### config.mk
export PLATFORM = sky130hd
export DESIGN_NAME = line_fill_unit
export DESIGN_NICKNAME = d
export VERILOG_FILES = /design/src/rtl/line_fill_unit.sv
export SDC_FILE = /design/constraint.sdc
export NUM_CORES = 1
export LEC_CHECK = 0
export BUFFER_PORTS_ARGS = -buffer_cell sky130_fd_sc_hd__buf_4
export CAP_MARGIN = 20
export CORE_AREA = 8 8 178 180
export CTS_CLUSTER_SIZE = 20
export DETAILED_ROUTE_END_ITERATION = 8
export DIE_AREA = 0 0 186 188
export PLACE_DENSITY = 0.84
export RECOVER_POWER = 25
export SLEW_MARGIN = 25
export SYNTH_ARGS = -nofsm -noshare
export SYNTH_HDL_FRONTEND = slang
export SYNTH_SLANG_ARGS = --single-unit
### constraint.sdc
create_clock -name clk_i -period 2.5 [get_ports clk_i]
set_input_delay 0 -clock clk_i [delete_from_list [all_inputs] [get_ports clk_i]]
set_output_delay 0 -clock clk_i [all_outputs]
set_load 0.02 [all_outputs]
### src/rtl/line_fill_unit.sv
// Instruction-cache line refill engine: word-serial reads assembled into one line.
// Optional macro LINE_FILL_TIMEOUT_EN adds a per-word response timeout and fill_error_o.
module line_fill_unit #(
   parameter  int unsigned ByteOffsetBits = 4,
   parameter  int unsigned TimeoutCycles  = 255,
   localparam int unsigned NrWordsPerLine = (2**ByteOffsetBits) / 4,
   localparam int unsigned LineSize       = 32 * NrWordsPerLine
) (
   input  logic                clk_i,
   input  logic                rstn_i,
   input  logic                line_req_i,
   input  logic [31:0]         line_addr_i,
   output logic                line_valid_o,
   output logic [LineSize-1:0] line_data_o,
   output logic                word_req_o,
   output logic [31:0]         word_addr_o,
   input  logic                word_rvalid_i,
   input  logic [31:0]         word_rdata_i
`ifdef LINE_FILL_TIMEOUT_EN
   ,
   output logic                fill_error_o
`endif
);

   localparam int unsigned CntW = (NrWordsPerLine > 1) ? $clog2(NrWordsPerLine) : 1;

   localparam logic [1:0] IDLE     = 2'd0;
   localparam logic [1:0] WAIT_RSP = 2'd1;
   localparam logic [1:0] DRAIN    = 2'd2;
   localparam logic [1:0] DONE     = 2'd3;

   logic [1:0]                 state_q;
   logic [CntW-1:0]            cnt_q;
   logic [31:ByteOffsetBits]   tag_q;
   logic [LineSize-1:0]        buf_q;
   logic [LineSize-1:0]        fill_line;
   logic                       line_abort;
   logic                       last_word;
   logic                       unused_offset;

   assign unused_offset = ^line_addr_i[ByteOffsetBits-1:0];

   always_comb begin
      fill_line                      = buf_q;
      fill_line[{cnt_q, 5'd0} +: 32] = word_rdata_i;
      line_abort = !line_req_i || (line_addr_i[31:ByteOffsetBits] != tag_q);
      last_word  = (cnt_q == CntW'(NrWordsPerLine - 1));
   end

`ifdef LINE_FILL_TIMEOUT_EN
   localparam int unsigned TmoW = ($clog2(TimeoutCycles + 1) > 8) ? $clog2(TimeoutCycles + 1) : 8;
   logic [TmoW-1:0] tmo_q;
`else
   localparam int unsigned UnusedTimeoutCycles = TimeoutCycles;
`endif

   always_ff @(posedge clk_i) begin
      if (!rstn_i) begin
         state_q      <= IDLE;
         cnt_q        <= '0;
         tag_q        <= '0;
         buf_q        <= '0;
         line_valid_o <= 1'b0;
         line_data_o  <= '0;
         word_req_o   <= 1'b0;
         word_addr_o  <= '0;
`ifdef LINE_FILL_TIMEOUT_EN
         fill_error_o <= 1'b0;
         tmo_q        <= '0;
`endif
      end else begin
         line_valid_o <= 1'b0;
         word_req_o   <= 1'b0;
`ifdef LINE_FILL_TIMEOUT_EN
         fill_error_o <= 1'b0;
`endif
         case (state_q)
            IDLE: begin
               if (line_req_i) begin
                  tag_q       <= line_addr_i[31:ByteOffsetBits];
                  cnt_q       <= '0;
                  word_req_o  <= 1'b1;
                  word_addr_o <= {line_addr_i[31:ByteOffsetBits], {ByteOffsetBits{1'b0}}};
                  state_q     <= WAIT_RSP;
               end
            end
            WAIT_RSP: begin
               // Abort outranks a coinciding response: that word belongs to the stale line.
               if (line_abort) begin
                  state_q <= word_rvalid_i ? IDLE : DRAIN;
               end else if (word_rvalid_i) begin
                  buf_q <= fill_line;
                  if (last_word) begin
                     line_data_o  <= fill_line;
                     line_valid_o <= 1'b1;
                     state_q      <= DONE;
                  end else begin
                     cnt_q       <= cnt_q + CntW'(1);
                     word_req_o  <= 1'b1;
                     word_addr_o <= word_addr_o + 32'd4;
                  end
               end
            end
            DRAIN: begin
               if (word_rvalid_i) state_q <= IDLE;
            end
            default: state_q <= IDLE;
         endcase
`ifdef LINE_FILL_TIMEOUT_EN
         // Counter value k means k cycles since the last word_req_o; later state_q write wins.
         if (state_q == WAIT_RSP || state_q == DRAIN) begin
            if (word_rvalid_i || (state_q == WAIT_RSP && line_abort)) begin
               tmo_q <= '0;
            end else if (tmo_q == TmoW'(TimeoutCycles - 1)) begin
               tmo_q        <= '0;
               fill_error_o <= 1'b1;
               state_q      <= IDLE;
            end else begin
               tmo_q <= tmo_q + TmoW'(1);
            end
         end else begin
            tmo_q <= '0;
         end
`endif
      end
   end

endmodule

==> results.py <==
metrics = {
    "setup_path": {
        "timing.rr.end": "buf_q[73]",
        "cp_num_buf_inv": 5,
        "cp.arrival_ns": 3.36,
        "worstPathCellList": "xor2_1 > nor4_1 > buf_4 > nand4_1 > buf_4 > nor4_4 > buf_6 > buf_12 > buf_16 > nor2_1 > a211oi_1",
        "reg2reg_from": "tag_q[11]",
        "cp_max_fo": 13,
        "r2r_setup_slack_ns": -0.49,
        "cpMostUsedCell": "buf_4",
        "cp_slowest_cell": "a211oi_1",
        "startpoint_type": "flip-flop",
        "critical_path.top_delay_family": "buffers and inverters",
        "max_stage_delay_ns": 0.62,
        "cp.required_ns": 2.87,
        "critPathKind": "flip-flop to flip-flop",
        "end_kind": "flip-flop",
        "r2r_cells": 11,
    },
    "final_layout": {
        "multiInputGateArea_um2": 8040,
        "fillers": 1927,
        "areaGrowthSynthToFinish_pct": 45.6,
        "final_util": 0.710,
        "regArea_um2": 6410,
        "final_cell_area_um2": 20600,
        "drive_above_1_share": 0.299,
        "nets": 2048,
    },
    "sta": {
        "rsz0062_at_grt": "yes",
        "tightest_slew_ns": 0.786,
        "whs_ns": 0.312,
        "slew_headroom": 0.476,
        "final_max_slew_viol_count": 0,
        "fin_skew_ns": 0.0382,
        "timing.final.crit_share": 1.20,
        "hold_viol_final": 0,
        "post-route-min-period_ns": 2.99,
        "setup_viol": 273,
        "max_freq_mhz": 334,
        "layout_setup_ws_ns": -0.494,
    },
    "clock_tree": {
        "cts.sinks": 320,
        "ctsRootBufferMaster": "clkbuf_16",
        "clk_pin_slew_ns": 0.07,
        "cts_buffer_depth": 3,
        "clk_latency_ns": 0.55,
        "cts_inserted_buffers": 34,
        "cts_tree": "built",
        "htreeDepth": 2,
    },
    "pwr": {
        "leakagePower_nw": 9.22,
        "cellPowerDensity_nw_per_um2": 537,
        "swShare": 0.250,
        "p_clk_frac": 0.454,
        "ir_worst_vdd_v": 0.000553,
        "power.switching_w": 0.00276,
        "seq_power_share": 0.473,
        "comb_power_share": 0.073,
        "power_w": 0.0111,
        "p_int_w": 0.00830,
    },
    "floorplan": {
        "coreArea_um2": 29000,
        "start_util": 0.487,
        "fp.dieH_um": 188,
        "fp.dieW_um": 186,
        "design.die.area_um2": 35000,
        "num_rows": 63,
        "ios": 230,
    },
    "grt": {
        "grt_remaining_overflow": 0,
        "grt_pass1_vias": 13700,
        "antenna_found_initial": 2,
        "grt_max_degree": 132,
        "grt_pass1_wl_mm": 74.6,
        "globalRouteTotalUtil": 0.262,
    },
    "yosys": {
        "yosysTopAreaCell": "dfxtp_1",
        "async_flop_share": 0,
        "synth_warnings": 0,
        "yosysSeqAreaShare": 0.453,
        "yosysMostFrequentCell": "dfxtp_1",
        "synth-main-ff-cell": "dfxtp_1",
        "synth-edff-count": 0,
        "syn_area_um2": 14100,
        "synth_top_area_frac": 0.453,
        "synth_area_per_cell_um2": 8.65,
        "synth_top_cells_by_area": "dfxtp_1, o211a_1, a211oi_1",
        "ys_ff_latch": 320,
        "synth_cell_types": 58,
        "synth_cells": 1634,
        "yosys-top-cells-count": "dfxtp_1, a21oi_1, nor2_1",
    },
    "route": {
        "drc": 0,
        "vias": 15500,
        "drt_iter0_markers": 1792,
        "wl_per_cell_um": 24.7,
        "dr.pass1.iters": 7,
        "antenna_left": 0,
        "routed_wl_mm": 58.8,
        "viasPerCell": 6.50,
    },
    "outcome": {
        "violations": "setup timing",
        "status": "complete, but fails checks",
    },
    "place": {
        "dp_hpwl_mm": 30.6,
        "placed_area_um2": 16800,
        "port_buffers": 223,
        "pre_cts_ws_ns": -0.274,
        "gp_congestion": 0.941,
    },
    "hold_path": {
        "min_to": "tag_q[24]",
        "hold_path_depth": 4,
        "hold_start": "line_addr_i[24]",
        "hold_class": "input pin to flip-flop",
    },
    "job": {
        "cap_viol_max_count": 0,
    },
}
==> worst max path at each step <==
stage,from,to,slack [ns],cells after the start
3_5_place_dp,tag_q[12],buf_q[80],-0.27,9
4_1_cts,tag_q[12],word_addr_o[9],-0.14,7
6_report,tag_q[11],buf_q[73],-0.49,11
5_1_grt,tag_q[11],buf_q[73],-0.55,11
2_1_floorplan,tag_q[12],word_addr_o[26],-0.10,7
3_3_place_gp,tag_q[12],word_addr_o[9],-0.21,7
==> through the flow <==
stage          setup TNS [ns]  instances
4_1_cts                 -8.84       2323
2_1_floorplan           -2.52       1635
3_5_place_dp           -41.25       2188
5_1_grt                -49.82       2385
6_report               -28.56       2386
3_3_place_gp           -38.38       2188
==> registers in the layout (all words and copies together), names as in the netlist <==
name	count
buf_q	128
cnt_q	2
line_data_o	128
line_valid_o	1
state_q	2
tag_q	28
word_addr_o	30
word_req_o	1
==> per-layer routing <==
metal | routed length [um] | GRT usage | up-vias
li1 | - | - | 6602
met1 | 21300 | 0.315 | 7444
met2 | 27800 | 0.442 | 1137
met3 | 5900 | 0.0554 | 335
met4 | 3820 | 0.120 | 2
met5 | 12 | 0 | -
==> cell usage in the layout (no fill, tap or decap), types with 8 or more instances in the layout <==
cell / n
a211oi_1: 67
a211oi_2: 62
a21oi_1: 191
and3_1: 11
buf_12: 31
buf_4: 249
buf_6: 28
buf_8: 12
clkbuf_1: 55
clkbuf_16: 59
clkbuf_8: 9
dfxtp_1: 317
dlygate4sd3_1: 63
inv_1: 8
nand2_1: 91
nand2b_1: 9
nand3_1: 75
nand3_2: 57
nand4_1: 11
nor2_1: 102
nor2_2: 30
nor2_4: 16
nor2b_1: 142
nor3_1: 12
nor4_1: 13
o211a_1: 134
o21a_1: 12
xor2_1: 10
==> worst reg2reg max path, delay by kind of cell (launching register included) <==
family	cells	cell delay, ns
compound gates	1	0.62
flops	1	0.33
xor+xnor	1	0.15
buf+inv	5	0.91
simple gates	4	0.83
==> cell type report <==
class	count	share of cell area
inverter	9	0.00176
timing repair buffer	460	0.220
antenna	2	0.000243
multi-input combinational	1148	0.390
tap	390	0.0237
clock buffer	50	0.0486
clock inverter	7	0.00419
sequential	320	0.311
==> logic make-up (layout without fill, tap and decap cells) <==
group / after synthesis / count (layout) / synth area share
simple gates: 601 / 601 / 0.214
compound gates: 520 / 520 / 0.268
flops: 320 / 320 / 0.453
buf+inv: 167 / 526 / 0.0480
xor+xnor: 17 / 17 / 0.0105
fa+ha+maj: 7 / 7 / 0.00619
other cells: 1 / 4 / 0.000265
mux: 1 / 1 / 0.000708
==> power groups by stage <==
stage          clock [W]  sequential [W]  combinational (W)
6_report         0.00502         0.00523           0.000811
5_1_grt          0.00521         0.00523           0.000856
4_1_cts          0.00496         0.00522           0.000767
3_5_place_dp           0         0.00534           0.000679
3_3_place_gp           0         0.00533           0.000671
2_1_floorplan          0         0.00536           0.000323
==> timing repair <==
action,in CTS,in global routing
gates resized for setup,35,235
gates cloned,6,27
setup buffers,9,36
hold endpoints to repair,311,0
hold buffers,63,0
endpoints found under the setup margin,283,286
pin swaps,7,70
Power figures use the tool's default switching activity.
